**src/rtl/lsu_pkg.sv**
```systemverilog
// lsu_pkg: access size encodings, LSU state enum and alignment helper.
package lsu_pkg;

    localparam logic [1:0] SZ_BYTE = 2'b00;
    localparam logic [1:0] SZ_HALF = 2'b01;
    localparam logic [1:0] SZ_WORD = 2'b10;

    typedef enum logic [1:0] {IDLE, RD, LD_DATA, WR} state_t;

    function automatic logic misaligned(input logic [1:0] size, input logic [1:0] off);
        return (size == SZ_HALF && off[0]) || (size == SZ_WORD && off != 2'b00);
    endfunction

endpackage

```
**src/rtl/lsu_lane_align.sv**
```systemverilog
// lsu_lane_align: little-endian lane extract/extend for loads and lane merge for sub-word stores.
module lsu_lane_align
    import lsu_pkg::*;
(
    input  logic [31:0] ld_word,
    input  logic [1:0]  offset,
    input  logic [1:0]  size,
    input  logic        is_signed,
    input  logic [31:0] old_word,
    input  logic [31:0] new_data,
    output logic [31:0] ld_data,
    output logic [31:0] st_word
);

    logic [4:0]  sh;
    logic [31:0] lane;
    logic [31:0] mask;

    assign sh = {offset, 3'b000};

    always_comb begin
        lane    = ld_word >> sh;
        ld_data = size == SZ_BYTE ? {{24{is_signed & lane[7]}}, lane[7:0]} :
                  size == SZ_HALF ? {{16{is_signed & lane[15]}}, lane[15:0]} : ld_word;
        mask    = (size == SZ_BYTE ? 32'h0000_00FF : 32'h0000_FFFF) << sh;
        st_word = (old_word & ~mask) | ((new_data << sh) & mask);
    end

endmodule

```
**src/rtl/load_store_unit.sv**
```systemverilog
// load_store_unit: memory-stage LSU driving a registered-read word memory port.
// Optional LSU_RANGE_CHECK_EN rejects word indices >= MEM_DEPTH as illegal.
module load_store_unit
    import lsu_pkg::*;
#(
    parameter int MEM_DEPTH = 256
) (
    input  logic        clk,
    input  logic        rst_n,
    input  logic        req_valid,
    output logic        req_ready,
    input  logic        req_we,
    input  logic [1:0]  req_size,
    input  logic        req_signed,
    input  logic [31:0] req_addr,
    input  logic [31:0] req_wdata,
    output logic        resp_valid,
    output logic [31:0] resp_rdata,
    output logic        resp_err,
    output logic [31:0] mem_read_addr,
    output logic [31:0] mem_write_addr,
    output logic [31:0] mem_write_data,
    output logic        mem_memwrite,
    output logic        mem_memread,
    input  logic [31:0] mem_read_data
);

`ifdef LSU_RANGE_CHECK_EN
    localparam bit RANGE_CHECK = 1'b1;
`else
    localparam bit RANGE_CHECK = 1'b0;
`endif

    state_t      state, state_n;
    logic [1:0]  off_q, size_q;
    logic        signed_q, we_q, err_pend;
    logic        accept, illegal;
    logic [31:0] word_idx, ld_data, st_word;

    assign word_idx     = {2'b00, req_addr[31:2]};
    assign req_ready    = state == IDLE;
    assign accept       = req_valid && req_ready;
    assign illegal      = req_size == 2'b11 || misaligned(req_size, req_addr[1:0]) ||
                          (RANGE_CHECK && word_idx >= 32'(MEM_DEPTH));
    assign mem_memread  = state == RD;
    assign mem_memwrite = state == WR;

    always_comb begin
        state_n = state;
        case (state)
            IDLE:    state_n = accept && !illegal ? (req_we && req_size == SZ_WORD ? WR : RD) : IDLE;
            RD:      state_n = LD_DATA;
            LD_DATA: state_n = we_q ? WR : IDLE;
            default: state_n = IDLE;
        endcase
    end

    always_ff @(posedge clk or negedge rst_n) begin
        if (!rst_n) state <= IDLE;
        else        state <= state_n;
    end

    // mem_write_data holds the store data until LD_DATA replaces it with the merged word
    always_ff @(posedge clk or negedge rst_n) begin
        if (!rst_n) begin
            off_q          <= '0;
            size_q         <= '0;
            signed_q       <= 1'b0;
            we_q           <= 1'b0;
            err_pend       <= 1'b0;
            resp_valid     <= 1'b0;
            resp_err       <= 1'b0;
            resp_rdata     <= '0;
            mem_read_addr  <= '0;
            mem_write_addr <= '0;
            mem_write_data <= '0;
        end else begin
            err_pend   <= accept && illegal;
            resp_valid <= err_pend || state == WR || (state == LD_DATA && !we_q);
            resp_err   <= err_pend;
            resp_rdata <= state == LD_DATA && !we_q ? ld_data : 32'h0;
            if (accept) begin
                off_q          <= req_addr[1:0];
                size_q         <= req_size;
                signed_q       <= req_signed;
                we_q           <= req_we;
                mem_read_addr  <= word_idx;
                mem_write_addr <= word_idx;
                mem_write_data <= req_wdata;
            end
            if (state == LD_DATA && we_q) mem_write_data <= st_word;
        end
    end

    lsu_lane_align u_align (
        .ld_word  (mem_read_data),
        .offset   (off_q),
        .size     (size_q),
        .is_signed(signed_q),
        .old_word (mem_read_data),
        .new_data (mem_write_data),
        .ld_data  (ld_data),
        .st_word  (st_word)
    );

endmodule

```
**config.mk**
```make
export PLATFORM = sky130hd
export DESIGN_NAME = load_store_unit
export DESIGN_NICKNAME = d
export VERILOG_FILES = /design/src/rtl/lsu_pkg.sv /design/src/rtl/lsu_lane_align.sv /design/src/rtl/load_store_unit.sv
export SDC_FILE = /design/constraint.sdc
export NUM_CORES = 1
export LEC_CHECK = 0
export CAP_MARGIN = 20
export CORE_MARGIN = 3
export CORE_UTILIZATION = 40
export CTS_BUF_LIST = sky130_fd_sc_hd__clkbuf_4 sky130_fd_sc_hd__clkbuf_8
export DETAILED_ROUTE_END_ITERATION = 7
export HOLD_SLACK_MARGIN = 0.02
export PLACE_DENSITY = 0.8
export SLEW_MARGIN = 5
export SYNTH_ARGS = -nofsm -noshare
export SYNTH_HDL_FRONTEND = slang
export SYNTH_SLANG_ARGS = --single-unit
```
**constraint.sdc**
```tcl
create_clock -name clk -period 1.6 [get_ports clk]
set_clock_uncertainty 0.2 [all_clocks]
set_input_delay 0.32 -clock clk [delete_from_list [all_inputs] [get_ports clk]]
set_output_delay 0.32 -clock clk [all_outputs]
set_load 0.01 [all_outputs]
```
Word-level counts from Yosys, hierarchy flattened. Cells that the tools add are included.

Bits in registers: 105. Input bits: 103. Output and inout bits: 133. Word-level logic and storage cells: 55.

Equal/unequal tests: 7. Shift-type cells: 3. Multiplexer cells: 10. Bitwise operators: 6. Reduce and logical (&&, ||, !) cells: 18.

Operators by type and width (number): $mux 32 (5); $and 32x32->32 (2); $shl 32x5->32 (2); $not 32->32 (1); $or 32x32->32 (1); $shr 32x5->16 (1); $mux 16 (1); $eq 2x2->1 const B (4); $logic_and 1x1->1 (8); $eq 2x1->1 const B (3); $mux 2 (3); $pmux 2 s3 (1); $logic_not 2->1 (2); $logic_or 1x1->1 (4); $reduce_bool 2->1 (2); $and 1x1->1 (2); $logic_not 1->1 (2).

Longest topological paths before layout.
Depth in word-level cells: 8. Depth in mapped cells: 8. Depth with buffers taken out: 4.

Hierarchy. Synthesis repeated with hierarchy kept, for this count alone.

Cells, all modules: 507. Area, all modules: 5690.5 µm².

By module, submodules not included: load_store_unit (times used 1, cells each 304, area each 4340.4 µm², sequential area each 2627.5 µm²); lsu_lane_align (times used 1, cells each 203, area each 1350.0 µm², sequential area each 0.0 µm²).

Worst setup path before layout. OpenSTA, ideal clock, no wires.

Path type: flip-flop to flip-flop. From: register off_q[1]. To: register resp_rdata[20]. Data arrival time: 1387 ps. Path slack: -123 ps. Stages on the path, launching flop included: 7. Period minus slack after synthesis: 1723 ps. Cell sequence: dfrtp_1 buf_6 mux2_4 o2bb2ai_1 o21ai_2 buf_4 a21oi_1.

Cells in the longest elaborated chain, start to end: 5. Elaborated cells on any way between the ends: 6. Classes of those cells: 1 x shift; 3 x mux; 2 x bitwise.

Ends and longest elaborated chain: start: declaration (line load_store_unit.sv:35) `logic [1:0] off_q, size_q;`; start signal: assignment (line load_store_unit.sv:83) `off_q <= req_addr[1:0];`; $shr 32x5->16 (*) (line lsu_lane_align.sv:22) `lane = ld_word >> sh;`; $and 1x1->1 (line lsu_lane_align.sv:24) `size == SZ_HALF ? {{16{is_signed & lane[15]}}, lane[15:0]} : ld_word;`; $mux 32 (line lsu_lane_align.sv:24); $mux 32 (*) (line lsu_lane_align.sv:23) `ld_data = size == SZ_BYTE ? {{24{is_signed & lane[7]}}, lane[7:0]} :`; $mux 32 (*) (line load_store_unit.sv:81) `resp_rdata <= state == LD_DATA && !we_q ? ld_data : 32'h0;`; end signal: assignment (line load_store_unit.sv:81); end: declaration (line load_store_unit.sv:18) `output logic [31:0] resp_rdata,`.

Every way passes the cells marked *; elsewhere a longest branch is shown, timed or not. A chain may end at the register's enable or synchronous reset.

Final worst setup path.
From: register state[0]. To: register mem_write_addr[8].

Cells in the longest elaborated chain, start to end: 2.

Ends and longest elaborated chain: start: declaration (line load_store_unit.sv:34) `state_t state, state_n;`; start signal: assignment (line load_store_unit.sv:60) `else state <= state_n;`; $logic_not 2->1 (line load_store_unit.sv:41) `assign req_ready = state == IDLE;`; $logic_and 1x1->1 (line load_store_unit.sv:42) `assign accept = req_valid && req_ready;`; end signal: assignment (line load_store_unit.sv:88) `mem_write_addr <= word_idx;`; end: declaration (line load_store_unit.sv:21) `output logic [31:0] mem_write_addr,`.

Every way passes these cells.

==> flow_metrics.env <==
export IMPL_outcome="finished, violations left"
export IMPL_violations="negative setup slack"
export IMPL_clk_latency_ps=410
export IMPL_syn_inst=603
export IMPL_cts_buffers=9
export IMPL_maxCapViolCount=0
export IMPL_synth_xor_area_frac=0.00162
export IMPL_leakagePower_uw=0.00453
export IMPL_initial_core_util=0.419
export IMPL_synthSimpleGateAreaFrac=0.159
export IMPL_gp_congestion=0.942
export IMPL_die_x_um=122
export IMPL_critPathArrivalTime_ps=1890
export IMPL_layout_commonest_cell="buf_4"
export IMPL_fin_nets=1024
export IMPL_synth_area_top_cells="dfrtp_1 (48%), nand2_1 (9.7%), o22ai_1 (5.2%)"
export IMPL_synth_seq_area_share=0.485
export IMPL_holdWs_ps=211
export IMPL_finalWorstSetupSlack_ps=-195
export IMPL_tightestPinTransition_ps=588
export IMPL_synth_top_area_share=0.485
export IMPL_vias=6235
export IMPL_final_cell_mix="buf_4 (115), clkdlybuf4s50_1 (101), dfrtp_1 (96)"
export IMPL_hold_violations=0
export IMPL_grt_pass1_wl_um=31800
export IMPL_antenna_found_initial=0
export IMPL_grt_pass1_vias=5823
export IMPL_synth_top_family_by_area="compound AO/OA/AOI/OAI gates"
export IMPL_viasPerCell=5.68
export IMPL_drt_iter0_drc=694
export IMPL_ir_worst_vdd_mv=1.25
export IMPL_synth_area_mux_share=0.0381
export IMPL_place_hpwl_um=14900
export IMPL_netlist_area_sq_um=5420
export IMPL_io_pins=236
export IMPL_synth_compound_area_frac=0.214
export IMPL_cp_end_kind="register"
export IMPL_cts_tree="done"
export IMPL_die_y_um=122
export IMPL_timing_slew_headroom=0.605
export IMPL_grt_overflow=0
export IMPL_synth_top_area_cell="dfrtp_1"
export IMPL_ys_seq_elements=105
export IMPL_grt_start_max_net_pins=71
export IMPL_hp_class="register to register"
export IMPL_diodes=0
export IMPL_slew_viol_final=0
export IMPL_powerDensity_nw_per_um2=1960
export IMPL_routed_wl_um=24100
export IMPL_min_period_ps=1790
export IMPL_rsz0062_at_grt="true"
export IMPL_final_cells=1098
export IMPL_fill_cells=839
export IMPL_cts_htree_levels=3
export IMPL_r2r_cells=6
export IMPL_crit_required_ps=1690
export IMPL_portBuffers=231
export IMPL_period_share=1.12
export IMPL_dieArea_sq_um=15000
export IMPL_max_freq_mhz=557
export IMPL_drc=0
export IMPL_finish_utilization=0.747
export IMPL_whs_path_depth=0
export IMPL_area_delta_synth_final_pct=78.0
export IMPL_setup_violations=103
export IMPL_fp_coreArea_sq_um=12900
export IMPL_yosys_warnings=0
export IMPL_layout_drive_gt1_share=0.470
export IMPL_avgSynthCellArea_sq_um=8.99
export IMPL_cts_max_path_buffers=2
export IMPL_path_max_fanout=8
export IMPL_rows=41
export IMPL_placedCellCount=1013
export IMPL_cp_start_kind="register"
export IMPL_ant_nets=0
export IMPL_first_pass_iters=6
export IMPL_grt_util_all_layers=0.277
export IMPL_wire_per_inst_um=22.0
export IMPL_crit_type="register to register"
export IMPL_ys_types=41
export IMPL_clkTransAtPathRegs_ps=120
export IMPL_root_buffer="clkbuf_8"
export IMPL_clock_sinks=105
export IMPL_synth_adder_area_share=0
## where the power goes
| group | switching, uW | total [uW] | internal [uW] |
|---|---|---|---|
| Combinational | 6540 | 12600 | 6060 |
| Clock | 1000 | 1740 | 740 |
| Sequential | 902 | 4620 | 3720 |
## layer usage
metal  global-route usage  share of wire  vias to the layer above
met5                    0              0                        -
met4               0.0931          0.049                        0
met3               0.0677          0.095                       93
met2                0.457           0.50                      416
met1                0.358           0.36                     3026
li1                     -              -                     2700
## cells in the mapped netlist, drive strengths merged
| master | count |
|---|---|
| a21o | 5 |
| a21oi | 54 |
| a221oi | 5 |
| a31oi | 17 |
| and2 | 1 |
| and3 | 1 |
| and3b | 1 |
| buf | 66 |
| clkbuf | 14 |
| conb | 1 |
| dfrtp | 105 |
| inv | 21 |
| mux2 | 2 |
| mux2i | 18 |
| nand2 | 140 |
| nand2b | 12 |
| nand3 | 2 |
| nand3b | 2 |
| nor2 | 18 |
| nor2b | 10 |
| nor3 | 3 |
| nor3b | 5 |
| o21ai | 15 |
| o21bai | 3 |
| o221a | 7 |
| o22a | 24 |
| o22ai | 45 |
| o2bb2ai | 1 |
| or2 | 2 |
| or3 | 1 |
| or3b | 1 |
| xnor2 | 1 |
## worst paths after layout
kind,startpoint,endpoint,slack (ps)
max,state[0]$_DFF_PN0_,mem_write_addr[8]$_DFFE_PN0P_,-190
min,err_pend$_DFF_PN0_,resp_err$_DFF_PN0_,210
min in group asynchronous,rst_n,mem_write_addr[29]$_DFFE_PN0P_,270
max reg2reg,state[0]$_DFF_PN0_,mem_write_addr[8]$_DFFE_PN0P_,-190
min reg2reg,err_pend$_DFF_PN0_,resp_err$_DFF_PN0_,210
max in group asynchronous,rst_n,resp_rdata[20]$_DFF_PN0_,590
## metrics by stage
step	total power [uW]	setup TNS [ps]	worst slack [ps]	cell area, sq um
after floorplan	9550	-1190	-73.6	5490
after global routing	19800	-17420	-266	9650
after CTS	17000	-5800	-149	9180
final	19000	-12800	-195	9650
after detailed placement	14200	-39270	-508	8250
after global placement	14000	-37550	-466	8250
## worst max-delay path, cell delays in order, from the launching register on
cell	delay, ps
dfrtp_2	480
buf_6	140
nand2b_4	180
or2_4	350
clkbuf_16	210
nand2_2	50
nand2_1	50
## logic make-up (layout without fill, tap and decap cells)
group | count (synthesis) | count (layout)
AND/OR/NAND/NOR | 199 | 202
AO/OA/AOI/OAI | 176 | 176
flip-flops | 105 | 105
buffers and inverters | 101 | 418
multiplexers | 20 | 20
other | 1 | 4
XOR/XNOR | 1 | 1
## repair_timing
item                                   in CTS  in global routing
gates resized for setup                   361                234
buffers inserted                           33                 27
hold buffers                                1                  0
gates cloned                                4                  4
pin swaps                                  63                 86
endpoints found under the hold margin     105                  0
setup endpoints to repair                 231                197
## area by class of cell
cell class | count | area, sq um | share of cell area
Tap cell | 172 | 215 | 0.0223
Multi-Input combinational cell | 403 | 3170 | 0.329
Sequential cell | 105 | 2640 | 0.273
Clock buffer | 9 | 124 | 0.0128
Clock inverter | 7 | 76.3 | 0.00791
Inverter | 21 | 78.8 | 0.00816
Timing Repair Buffer | 381 | 3350 | 0.347
Power figures use the tool's default switching activity.
